**config.mk**
```make
export PLATFORM = sky130hd
export DESIGN_NAME = rr_arbiter8
export DESIGN_NICKNAME = d
export VERILOG_FILES = /design/src/rtl/arb_pkg.sv /design/src/rtl/mux8_word.sv /design/src/rtl/rr_arbiter8.sv
export SDC_FILE = /design/constraint.sdc
export NUM_CORES = 1
export LEC_CHECK = 0
export CAP_MARGIN = 5
export CORE_MARGIN = 3
export CORE_UTILIZATION = 45
export CTS_BUF_LIST = sky130_fd_sc_hd__clkbuf_4
export DETAILED_ROUTE_END_ITERATION = 8
export MAX_ROUTING_LAYER = met4
export PLACE_DENSITY = 0.87
export SYNTH_ARGS = -nofsm -noshare
export SYNTH_HDL_FRONTEND = slang
export SYNTH_SLANG_ARGS = --single-unit
```
**constraint.sdc**
```tcl
create_clock -name clk -period 10.65 [get_ports clk]
set_input_delay 2.13 -clock clk [delete_from_list [all_inputs] [get_ports clk]]
set_output_delay 2.13 -clock clk [all_outputs]
set_load 0.01 [all_outputs]
```
**src/rtl/arb_pkg.sv**
```systemverilog
// Shared definitions for the 8-way round-robin arbiter: requester count,
// select width, FSM state type and the rotating priority pick function.
package arb_pkg;

  localparam int NUM_REQ = 8;
  localparam int SEL_W   = 3;

  typedef enum logic {
    IDLE  = 1'b0,
    GRANT = 1'b1
  } arb_state_t;

  // Return the first requester with its bit set, scanning ptr, ptr+1, ...
  // ptr+7 (the 3-bit add wraps mod 8). Falls back to ptr when nothing is set;
  // callers only use the result when req is non-zero.
  function automatic logic [SEL_W-1:0] rr_pick(input logic [NUM_REQ-1:0] req,
                                               input logic [SEL_W-1:0]   ptr);
    logic [SEL_W-1:0] idx;
    logic             found;
    rr_pick = ptr;
    found   = 1'b0;
    for (int k = 0; k < NUM_REQ; k++) begin
      idx = ptr + SEL_W'(k);
      if (!found && req[idx]) begin
        rr_pick = idx;
        found   = 1'b1;
      end
    end
  endfunction

endpackage

```
**src/rtl/mux8_word.sv**
```systemverilog
// WIDTH-bit 8:1 word multiplexer. Word i lives at din[i*WIDTH +: WIDTH].
module mux8_word
  import arb_pkg::*;
#(
  parameter int WIDTH = 8
) (
  input  logic [NUM_REQ*WIDTH-1:0] din,
  input  logic [SEL_W-1:0]         sel,
  output logic [WIDTH-1:0]         dout
);

  // Select the addressed word.
  always_comb begin
    dout = din[32'(sel)*WIDTH +: WIDTH];
  end

endmodule

```
**src/rtl/rr_arbiter8.sv**
```systemverilog
// Round-robin arbiter sharing one WIDTH-bit bus between 8 requesters.
// A grant is held until its owner drops req; every handover costs one idle
// cycle. Optional macro ARB_TIMEOUT_EN: an owner that has held the bus for
// MAX_HOLD cycles is forced off when another requester is waiting.
//
// Handshake: req[i] is a level request; grant[i] high means requester i owns
// the bus this cycle and dout carries din word i. dout_valid mirrors |grant.
// The owner ends its tenure by dropping req[i]; the grant falls after the
// next rising edge.
module rr_arbiter8
  import arb_pkg::*;
#(
  parameter int WIDTH    = 8,
  parameter int MAX_HOLD = 16
) (
  input  logic                     clk,
  input  logic                     rst,
  input  logic [NUM_REQ-1:0]       req,
  input  logic [NUM_REQ*WIDTH-1:0] din,
  output logic [NUM_REQ-1:0]       grant,
  output logic [SEL_W-1:0]         sel,
  output logic [WIDTH-1:0]         dout,
  output logic                     dout_valid
);

`ifdef ARB_TIMEOUT_EN
  localparam bit TIMEOUT_ON = 1'b1;
`else
  localparam bit TIMEOUT_ON = 1'b0;
`endif

  // With the timeout, the hold counter parks at the limit; otherwise at 255.
  localparam logic [7:0] HOLD_CAP = TIMEOUT_ON ? 8'(MAX_HOLD) : 8'hFF;

  arb_state_t       state;
  logic [SEL_W-1:0] owner;
  logic [SEL_W-1:0] ptr;
  logic [7:0]       hold_cnt;
  logic [SEL_W-1:0] pick;
  logic             others_waiting;
  logic             release_now;
  logic [WIDTH-1:0] mux_out;

  // Next owner candidate and end-of-tenure decision for the current owner.
  always_comb begin
    pick           = rr_pick(req, ptr);
    others_waiting = |(req & ~grant);
    release_now    = !req[owner] ||
                     (TIMEOUT_ON && (hold_cnt == HOLD_CAP) && others_waiting);
  end

  // Arbitration FSM: all outputs registered, reset drops the grant at once.
  always_ff @(posedge clk or posedge rst) begin
    if (rst) begin
      state    <= IDLE;
      owner    <= '0;
      grant    <= '0;
      ptr      <= '0;
      hold_cnt <= '0;
    end else begin
      case (state)
        IDLE: begin
          if (|req) begin
            owner    <= pick;
            grant    <= NUM_REQ'(1) << pick;
            hold_cnt <= 8'd1;
            state    <= GRANT;
          end
        end
        GRANT: begin
          if (release_now) begin
            grant <= '0;
            ptr   <= owner + SEL_W'(1);
            state <= IDLE;
          end else if (hold_cnt != HOLD_CAP) begin
            hold_cnt <= hold_cnt + 8'd1;
          end
        end
        default: begin
          grant <= '0;
          state <= IDLE;
        end
      endcase
    end
  end

  assign sel        = owner;
  assign dout_valid = |grant;

  mux8_word #(.WIDTH(WIDTH)) u_mux (
    .din  (din),
    .sel  (owner),
    .dout (mux_out)
  );

  // Only a granted word reaches the shared bus.
  always_comb begin
    dout = dout_valid ? mux_out : '0;
  end

endmodule

```
==> results of run 1 <==
## power by group through the flow
stage	clock, W	sequential (W)	combinational, W
floorplan	0	0.0000936	0.000603
global placement	0	0.000140	0.000741
detailed placement	0	0.000142	0.000754
CTS	0.0000360	0.000141	0.000760
global route	0.0000373	0.000147	0.000826
finish	0.0000352	0.000139	0.000759
## flip-flops by register name, summed over array words and instances, names as in the netlist
signal / flops
ptr: 3
grant: 8
state: 1
sel: 3
## synthesized netlist by cell type (2+ instances only)
master	n	area [sq um]
clkbuf_1	6	22.5
dfrtp_1	15	375
a31oi_1	2	12.5
o21ai_0	2	10.0
a22o_1	2	17.5
mux4_2	27	608
or4_1	2	15.0
mux2i_1	5	50.1
a2bb2oi_1	2	17.5
a21oi_1	16	80.1
o31ai_1	4	30.0
nand2b_1	3	18.8
inv_1	6	22.5
xnor2_1	5	43.8
mux2_4	3	45.0
buf_1	3	11.3
mux2_2	6	67.6
nor2_1	12	45.0
nand2_1	28	105
ha_1	3	37.5
a32o_1	5	50.1
nor4_1	2	12.5
xor2_1	3	26.3
## cells by family after synthesis
group                      after synthesis  share of synthesized area, %
adders and majority gates                3                          1.89
muxes                                   41                          38.8
DFF                                     15                          18.9
xor gates and xnor gates                 8                          3.53
AOI/OAI and AO/OA                       49                          19.1
buffers and inverters                   19                          4.03
and+or+nand+nor                         58                          13.7
## per-layer routing
metal | up-vias | track usage (%) | share of wire [%]
met4 | 0 | 8.61 | 2.1
met5 | - | - | 0
met3 | 9 | 1.66 | 4.5
li1 | 941 | - | -
met2 | 82 | 41.3 | 54
met1 | 957 | 28.4 | 40
## metrics by stage
step	setup WS, ps	instance area, sq um	hold slack, ps	std cells	total power [W]
after floorplan	5780	1990	508	193	0.000696
after global placement	4850	2940	493	326	0.000881
after detailed placement	4820	2940	506	326	0.000896
after CTS	4820	2970	526	330	0.000937
after global routing	4780	2970	561	330	0.00101
final	4830	2970	533	330	0.000933
## cell type report
class | count | area [sq um]
Clock buffer | 4 | 30.0
Fill cell | 322 | 1150
Inverter | 8 | 30.0
Multi-Input combinational cell | 159 | 1530
Sequential cell | 15 | 375
Tap cell | 50 | 62.6
Timing Repair Buffer | 94 | 938
## how the worst max path moves through the flow
stage,from,cells past startpoint,end
detailed placement,din[21],5,dout[5]
global placement,din[27],5,dout[3]
finish,din[26],5,dout[2]
CTS,din[21],5,dout[5]
floorplan,din[24],3,dout[0]
global route,din[29],5,dout[5]
==> metrics.md, run 1 <==
| Metric | Value |
|---|---|
| Status | `finished, final reports clean` |
| CTS resizes | `0` |
| CP dominant cell by count | `clkdlybuf4s50_1` |
| Mean Syn Cell Area | `roughly 10 sq um` |
| Top delay family on crit path | `buffers and inverters` |
| Detailed-route DRC error count | `0` |
| Initial Utilization | `48.3%` |
| Global route overflow | `0` |
| Slowest-stage cell, CP | `clkdlybuf4s50_1` |
| Commonest non-fill, non-tap cell in the layout | `clkdlybuf4s50_1` |
| Critical path buffers and inverters | `2` |
| Reg power frac | `14.9%` |
| Number of enable flip-flop cells after synthesis | `0` |
| Root buffer cell | `clkbuf_4` |
| Asr flop ratio synth | `100%` |
| CP arrival | `3690 ps` |
| Most frequent cells in the layout | `clkdlybuf4s50_1 (93), nand2_1 (28), mux4_2 (27)` |
| Final #Nets | `between 300 and 400` |
| Largest net degree at the start of global routing | `22` |
| Clock share of power | `3.8%` |
| CTS max path bufs | `2` |
| Cell depth of the worst min-delay path | `1` |
| Die X | `~72 microns` |
| Switch share | `48.6%` |
| Clock H-tree levels | `1` |
| Core ar. | `0.00412 sq mm` |
| Pleak | `1.13 nW` |
| Reg2reg path depth | `9` |
| Final wirelength | `roughly 6000 microns` |
| Cell Chain, Critical Path | `clkdlybuf4s50_1 > mux4_2 > nand2_1 > a21oi_1 > clkdlybuf4s50_1` |
| Ys flop type | `dfrtp_1` |
| Rel. slew slack | `a little over two fifths` |
| Layout cell share with drive strength beyond 1 | `between 10% and 20%` |
| #FFs+latches synth | `15` |
| Worst hold path class | `flop to flop` |
| Total CTS buffers | `3` |
| Sink of the worst hold path | `grant[7]$_DFFE_PP0P_` |
| Die area | `0.00525 sq mm` |
| Critical path peak fanout | `1` |
| Detailed Route Iter0 Violations | `around 140` |
| Comb power frac | `81.3%` |
| Minimum clock period | `5820 ps` |
| 1st-pass router iterations | `4` |
| # rows | `23` |
| Tightest Pin Transition | `869 ps` |
| F_max | `0.172 GHz` |
| Top Ports | `94` |
| Final period util | `54.6%` |
| Clock transition at path regs | `90 ps` |
| Post-Synthesis Cells | `193` |
| RSZ-0062 raised after global routing | `false` |
| Skew final | `0.887 ps` |
| Hold buffers post-CTS | `0` |
| Fin. Hold Viols | `0` |
| Post CTS Setup Buffer Count | `0` |
| Clk_lat worst skew | `280 ps` |
| Internal | `0.000480 W` |
| Diode count | `0` |
| GP Congestion | `between 0.9 and 1` |
| Via Count | `1989` |
| Global-route wire length before repair | `9440 microns` |
| Sequential element share of the synthesized area | `18.9%` |
| Clock sinks | `15` |
| CTS tree | `built` |
| Die H | `72.5 microns` |
| R2R Path End | `grant[3]$_DFFE_PP0P_` |
| Register-to-Register Setup Slack | `roughly 6600 ps` |
| Setup violations, final | `0` |
| Power Density | `~310 mW/mm^2` |
| Sw Pwr | `about 0.00045 W` |
| Synth Net Count | `270` |
| Tot GR Track Use | `roughly a quarter` |
| Hold_sp | `grant[7]$_DFFE_PP0P_` |
| Setup_tns | `0 ps` |
| Post-Syn Area | `0.00199 sq mm` |
| Vias in the first global route | `2085` |
| Max-Cap Viols | `0` |
| Endpoint class of the critical path | `primary output` |
| Initial antenna violation count | `0` |
| Port bufs | `93` |
| Synth cell types | `54` |
| Detail Route Antenna Nets | `0` |
| Worst endpoint required time | `8520 ps` |
| HPWL after DPL | `4980 microns` |
| Startpoint type of the worst setup path | `input port` |
| Peak VDD IR | `0.136 mV` |
| Critical Path Max Stage Delay | `530 ps` |
| Final core occ | `72.1%` |
| Critical path type | `input port to primary output` |
| Area delta synth->final | `49.4%` |
| Synth warn | `0` |
| Wire per inst | `18.2 microns` |
| Reg2reg start | `ptr[0]$_DFFE_PP0P_` |
| Number of vias per cell | `around 6.0` |
| Fin. max-slew vios | `0` |
(Power assumes the default switching activity.)
==> inputs of run 2 (changes only) <==
Settings changed: CORE_UTILIZATION 45 to 43, PLACE_DENSITY 0.87 to 0.84.
Clock period 10.65 ns to 5.7 ns, I/O delays scaled along.
==> metrics.md, run 2 (synthesized netlist as in run 1, its figures left out) <==
| Metric | Value |
|---|---|
| Status | `finished, final reports clean` |
| Minimum clock period | `4090 ps` |
| Port bufs | `93 (unchanged)` |
| Clock H-tree levels | `1 (unchanged)` |
| Initial Utilization | `45.0% (-3.3 points)` |
| Wire per inst | `18.2 microns (+0.14%)` |
| Startpoint type of the worst setup path | `flop` |
| M1 WL | `2290 microns (-3.6%)` |
| Via Count | `2057 (+3.4%)` |
| Worst hold path class | `flop to flop` |
| Worst hold slack | `517 ps (-16.1 ps)` |
| Commonest non-fill, non-tap cell in the layout | `clkdlybuf4s50_1` |
| CP arrival | `4240 ps (+550 ps)` |
| Area delta synth->final | `49.5% (about the same)` |
| Diode count | `0 (unchanged)` |
| Critical path peak fanout | `11 (+10)` |
| Detailed-route DRC error count | `0 (unchanged)` |
| CTS resizes | `0 (unchanged)` |
| Setup violations, final | `0 (unchanged)` |
| Met2 WL post-DR | `3300 microns (+2.3%)` |
| F_max | `between 0.2 and 0.25 GHz` |
| Area of the multi-input gates | `0.00153 sq mm (unchanged)` |
| Clock sinks | `15 (unchanged)` |
| Initial antenna violation count | `0 (unchanged)` |
| Post CTS Setup Buffer Count | `0 (unchanged)` |
| CTS max path bufs | `2 (unchanged)` |
| Largest register FFs | `8 (unchanged)` |
| Root buffer cell | `clkbuf_4` |
| Power Density | `593 mW/mm^2 (+89%)` |
| Pleak | `1.13 nW (unchanged)` |
| Critical path type | `flop to flop` |
| RSZ-0062 raised after global routing | `false` |
| Detailed Route Iter0 Violations | `150 (+4.9%)` |
| Final core occ | `67.3% (-4.8 points)` |
| Setup_tns | `0 ps (unchanged)` |
| Final instance area | `0.00297 sq mm (about the same)` |
| Rel. slew slack | `41.4% (-0.67 points)` |
| Number of vias per cell | `6.20 (+2.8%)` |
| Final wirelength | `6040 microns (+0.75%)` |
| Worst endpoint required time | `5850 ps (-2670 ps)` |
| Die area | `0.00547 sq mm (+4.3%)` |
| Post-DP Area | `0.00294 sq mm (about the same)` |
| Peak VDD IR | `0.273 mV (+100%)` |
| Endpoint class of the critical path | `flop` |
| Global route overflow | `0 (unchanged)` |
| Cell depth of the worst min-delay path | `2 (+1)` |
| # fillers | `328 (+1.9%)` |
| Clk_lat worst skew | `270 ps (about the same)` |
| Total CTS buffers | `3 (unchanged)` |
| Fin. Hold Viols | `0 (unchanged)` |
| # rows | `24 (+4.3%)` |
| Global-route wire length before repair | `9670 microns (+2.4%)` |
| Top Ports | `94 (unchanged)` |
| 1st-pass router iterations | `4 (unchanged)` |
| Die H | `74.0 microns (+2.1%)` |
| Tightest Pin Transition | `880 ps (+10.1 ps)` |
| Hold buffers post-CTS | `0 (unchanged)` |
| Largest Register | `grant` |
| DR top layer | `met4` |
| Detail Route Antenna Nets | `0 (unchanged)` |
| Vias in the first global route | `2132 (+2.3%)` |
| Final period util | `71.7%` |
| FF+latch area | `375 sq um (unchanged)` |
| HPWL after DPL | `5050 microns (+1.4%)` |
| Fin. max-slew vios | `0 (unchanged)` |
| GP Congestion | `0.868 (-4.4%)` |
| Max-Cap Viols | `0 (unchanged)` |
| Largest net degree at the start of global routing | `22 (unchanged)` |
| Most frequent cells in the layout | `clkdlybuf4s50_1 (93), nand2_1 (28), mux4_2 (27)` |
| Final #Nets | `358 (unchanged)` |
| Reg2reg path depth | `9 (unchanged)` |
| Die X | `74.0 microns (+2.1%)` |
| Wire length on met3 | `338 microns (+26%)` |
| Layout cell share with drive strength beyond 1 | `17.1% (unchanged)` |
| Core ar. | `0.00441 sq mm (+7.3%)` |
| Clock transition at path regs | `80 ps (about the same)` |
| Skew final | `2.44 ps (+1.55 ps)` |
| Tot GR Track Use | `23.3% (-0.16 points)` |
| CTS tree | `built` |
run 2: layout make-up:
type / count / area share, %
well taps: 52 / 2.19
clock buffers: 4 / 1.01
multi-input cells: 159 / 51.6
flip-flops and latches: 15 / 12.6
inverters: 8 / 1.01
repair buffers: 94 / 31.6
run 2: final timing paths:
| kind | from | to | slack (ps) |
|---|---|---|---|
| hold / removal | grant[2]$_DFFE_PP0P_ | grant[2]$_DFFE_PP0P_ | 520 |
| max in group asynchronous | rst | ptr[0]$_DFFE_PP0P_ | 4110 |
| setup / recovery | ptr[0]$_DFFE_PP0P_ | grant[3]$_DFFE_PP0P_ | 1610 |
| hold reg to reg | grant[2]$_DFFE_PP0P_ | grant[2]$_DFFE_PP0P_ | 520 |
| setup reg to reg | ptr[0]$_DFFE_PP0P_ | grant[3]$_DFFE_PP0P_ | 1610 |
| min in group asynchronous | rst | grant[2]$_DFFE_PP0P_ | 1210 |
run 2: metrics by stage:
stage / setup slack (ps) / total power, W / cells
3_3_place_gp: 1640 / 0.00166 / 328
3_5_place_dp: 1580 / 0.00169 / 328
2_1_floorplan: 2210 / 0.00130 / 193
5_1_grt: 1330 / 0.00190 / 332
4_1_cts: 1600 / 0.00176 / 332
6_report: 1610 / 0.00176 / 332
run 2: per-layer routing:
layer  global-route usage (%)  vias up
met2                     41.7       95
met3                     3.11       14
met4                     6.64        0
li1                         -      941
met5                        -        -
met1                     27.3     1007
run 2: worst max-delay path: stages, from the launching register on:
cell     delay, ps
dfrtp_1        680
inv_2          210
ha_1           640
mux2_2         430
mux4_2         540
o32ai_4        450
nand2_4        110
o32a_1         400
a31oi_1        350
o31ai_1        140
run 2: where the power goes:
part           switching [W]  internal [W]  total [W]  leakage [nW]
Combinational       0.000716      0.000722    0.00144         0.917
Sequential          0.000119      0.000143   0.000262         0.190
Clock              0.0000308     0.0000319  0.0000627        0.0184
==> inputs of run 3 (changes only) <==
Settings changed: CORE_UTILIZATION 43 to 39, PLACE_DENSITY 0.84 to 0.8.
Clock period 5.7 ns to 3.35 ns, I/O delays scaled along.
==> metrics.md, run 3 (synthesized netlist as in run 1, its figures left out) <==
| Metric | Value |
|---|---|
| Commonest non-fill, non-tap cell in the layout | `clkdlybuf4s50_1` |
| Port bufs | `93 (unchanged)` |
| Layout cell share with drive strength beyond 1 | `25.0% (+7.9 points)` |
| Via Count | `2149 (+4.5%)` |
| Tightest Pin Transition | `649 ps (-230 ps)` |
| GR peak layer | `met2` |
| GR Layer Usage met1 | `23.2% (-4.1 points)` |
| 1st-pass router iterations | `4 (unchanged)` |
| F_max | `0.308 GHz` |
| Comb power frac | `86.8% (+5.2 points)` |
| Core ar. | `0.00482 sq mm (+9.1%)` |
| Worst hold path class | `flop to flop` |
| # rows | `25 (+4.2%)` |
| Max-Cap Viols | `0 (unchanged)` |
| Status | `finished, final reports clean` |
| Switch share | `45.6% (-3.6 points)` |
| Final setup margin | `104 ps (-1510 ps)` |
| CTS max path bufs | `2 (unchanged)` |
| RSZ-0062 raised after global routing | `false` |
| Total CTS buffers | `3 (unchanged)` |
| Tot GR Track Use | `20.2% (-3.1 points)` |
| Worst hold slack | `512 ps (-4.50 ps)` |
| GP Congestion | `0.892 (+2.8%)` |
| Initial Utilization | `41.2% (-3.8 points)` |
| Critical path type | `input port to flop` |
| Fin. Hold Viols | `0 (unchanged)` |
| Largest register FFs | `8 (unchanged)` |
| Number of vias per cell | `5.73 (-7.5%)` |
| Clock transition at path regs | `90 ps (about the same)` |
| Die X | `77.4 microns (+4.6%)` |
| Peak VDD IR | `0.545 mV (+100%)` |
| Pleak | `1.26 nW (+12%)` |
| Global-route wire length before repair | `9740 microns (+0.71%)` |
| Clock H-tree levels | `1 (unchanged)` |
| Wire per inst | `15.6 microns (-14%)` |
| Power Density | `1020 mW/mm^2 (+72%)` |
| Power, Total | `0.00328 W (+86%)` |
| Vias in the first global route | `2240 (+5.1%)` |
| Setup violations, final | `0 (unchanged)` |
| Global route overflow | `0 (unchanged)` |
| Startpoint type of the worst setup path | `input port` |
| # fillers | `375 (+14%)` |
| Most frequent cells in the layout | `clkdlybuf4s50_1 (93), buf_4 (29), nand2_1 (28)` |
| Detail Route Antenna Nets | `0 (unchanged)` |
| Diode count | `0 (unchanged)` |
| Top Ports | `94 (unchanged)` |
| Largest net degree at the start of global routing | `23 (+4.5%)` |
| Clock share of power | `3.4% (-0.2 points)` |
| Root buffer cell | `clkbuf_4` |
| Minimum clock period | `3250 ps` |
| Worst endpoint required time | `3520 ps (-2330 ps)` |
| Sw Pwr | `0.00150 W (+73%)` |
| Final wirelength | `5840 microns (-3.4%)` |
| HPWL after DPL | `4910 microns (-2.8%)` |
| Internal | `0.00179 W (+99%)` |
| Final #Nets | `386 (+7.8%)` |
| CTS tree | `built` |
| Reg power frac | `9.9% (-5.0 points)` |
| Placement Setup Slack | `-127 ps (-1710 ps)` |
| Die area | `0.00599 sq mm (+9.4%)` |
| Fin. max-slew vios | `0 (unchanged)` |
| Die H | `77.4 microns (+4.6%)` |
| CP arrival | `3410 ps (-830 ps)` |
| Rel. slew slack | `56.7% (+15 points)` |
| Critical path peak fanout | `6 (-5)` |
| Final period util | `96.9%` |
| Met2 Use GR | `36.8% (-4.9 points)` |
| Clk_lat worst skew | `290 ps (+20 ps)` |
| GRT met3 Usage | `3.48% (+0.37 points)` |
| Hold buffers post-CTS | `0 (unchanged)` |
| Initial antenna violation count | `0 (unchanged)` |
| Detailed-route DRC error count | `0 (unchanged)` |
| Largest Register | `grant` |
| Clock sinks | `15 (unchanged)` |
| Endpoint class of the critical path | `flop` |
| Skew final | `12.4 ps (+9.97 ps)` |
| Detailed Route Iter0 Violations | `154 (+2.7%)` |
| Area delta synth->final | `61.6%` |
==> run 3: cell type report <==
class	instances	area (sq um)	share of cell area [%]
multi-input combinational	159	1540	48.1
sequential	15	375	11.7
clock buffer	4	30.0	0.935
inverter	8	30.0	0.935
tap	67	83.8	2.61
timing repair buffer	122	1150	35.8
==> run 3: repair_timing <==
action                                  CTS  global route
endpoints found under the setup margin    0            10
setup buffers                             0             0
resized for setup                         0             2
==> run 3: worst paths after layout <==
check / depth (start not counted) / startpoint / slack [ps] / to
worst max-delay path: 8 / req[4] / 100 / grant[6]$_DFFE_PP0P_
worst min-delay path: 2 / grant[2]$_DFFE_PP0P_ / 510 / grant[2]$_DFFE_PP0P_
max in group asynchronous: 2 / rst / 2260 / ptr[0]$_DFFE_PP0P_
worst min register to register: 2 / grant[2]$_DFFE_PP0P_ / 510 / grant[2]$_DFFE_PP0P_
worst max register to register: 9 / ptr[1]$_DFFE_PP0P_ / 170 / grant[6]$_DFFE_PP0P_
min in group asynchronous: 2 / rst / 720 / grant[5]$_DFFE_PP0P_
==> run 3: metal layers <==
layer	part of all wire, %	vias to the layer above	wire length (microns)
li1	-	998	-
met1	40	1051	2320
met2	52	90	3060
met3	6.6	10	385
met4	1.4	0	80
met5	0	-	0
==> run 3: critical path, cell delays in order <==
cell and delay, ps:
clkdlybuf4s50_1 490, mux2_2 330, mux4_2 530, o32ai_4 390
nand2_4 110, o22a_1 210, a221o_1 430, a32o_1 250
==> run 3: power by group through the flow <==
| stage | Clock, W | Sequential, W | Combinational (W) |
|---|---|---|---|
| 3_3_place_gp | 0 | 0.000327 | 0.00276 |
| 5_1_grt | 0.000123 | 0.000334 | 0.00308 |
| 3_5_place_dp | 0 | 0.000329 | 0.00281 |
| 4_1_cts | 0.000114 | 0.000324 | 0.00282 |
| 6_report | 0.000111 | 0.000324 | 0.00285 |
| 2_1_floorplan | 0 | 0.000298 | 0.00192 |
==> run 3: per-stage QoR <==
stage / instances / TNS (ps) / utilization (%) / area (sq um)
floorplan: 193 / 0 / - / 1990
global placement: 371 / -376 / 65.8 / 3170
detailed placement: 371 / -919 / 65.8 / 3170
CTS: 375 / 0 / 66.4 / 3200
global route: 375 / 0 / 66.7 / 3210
finish: 375 / 0 / 66.7 / 3210
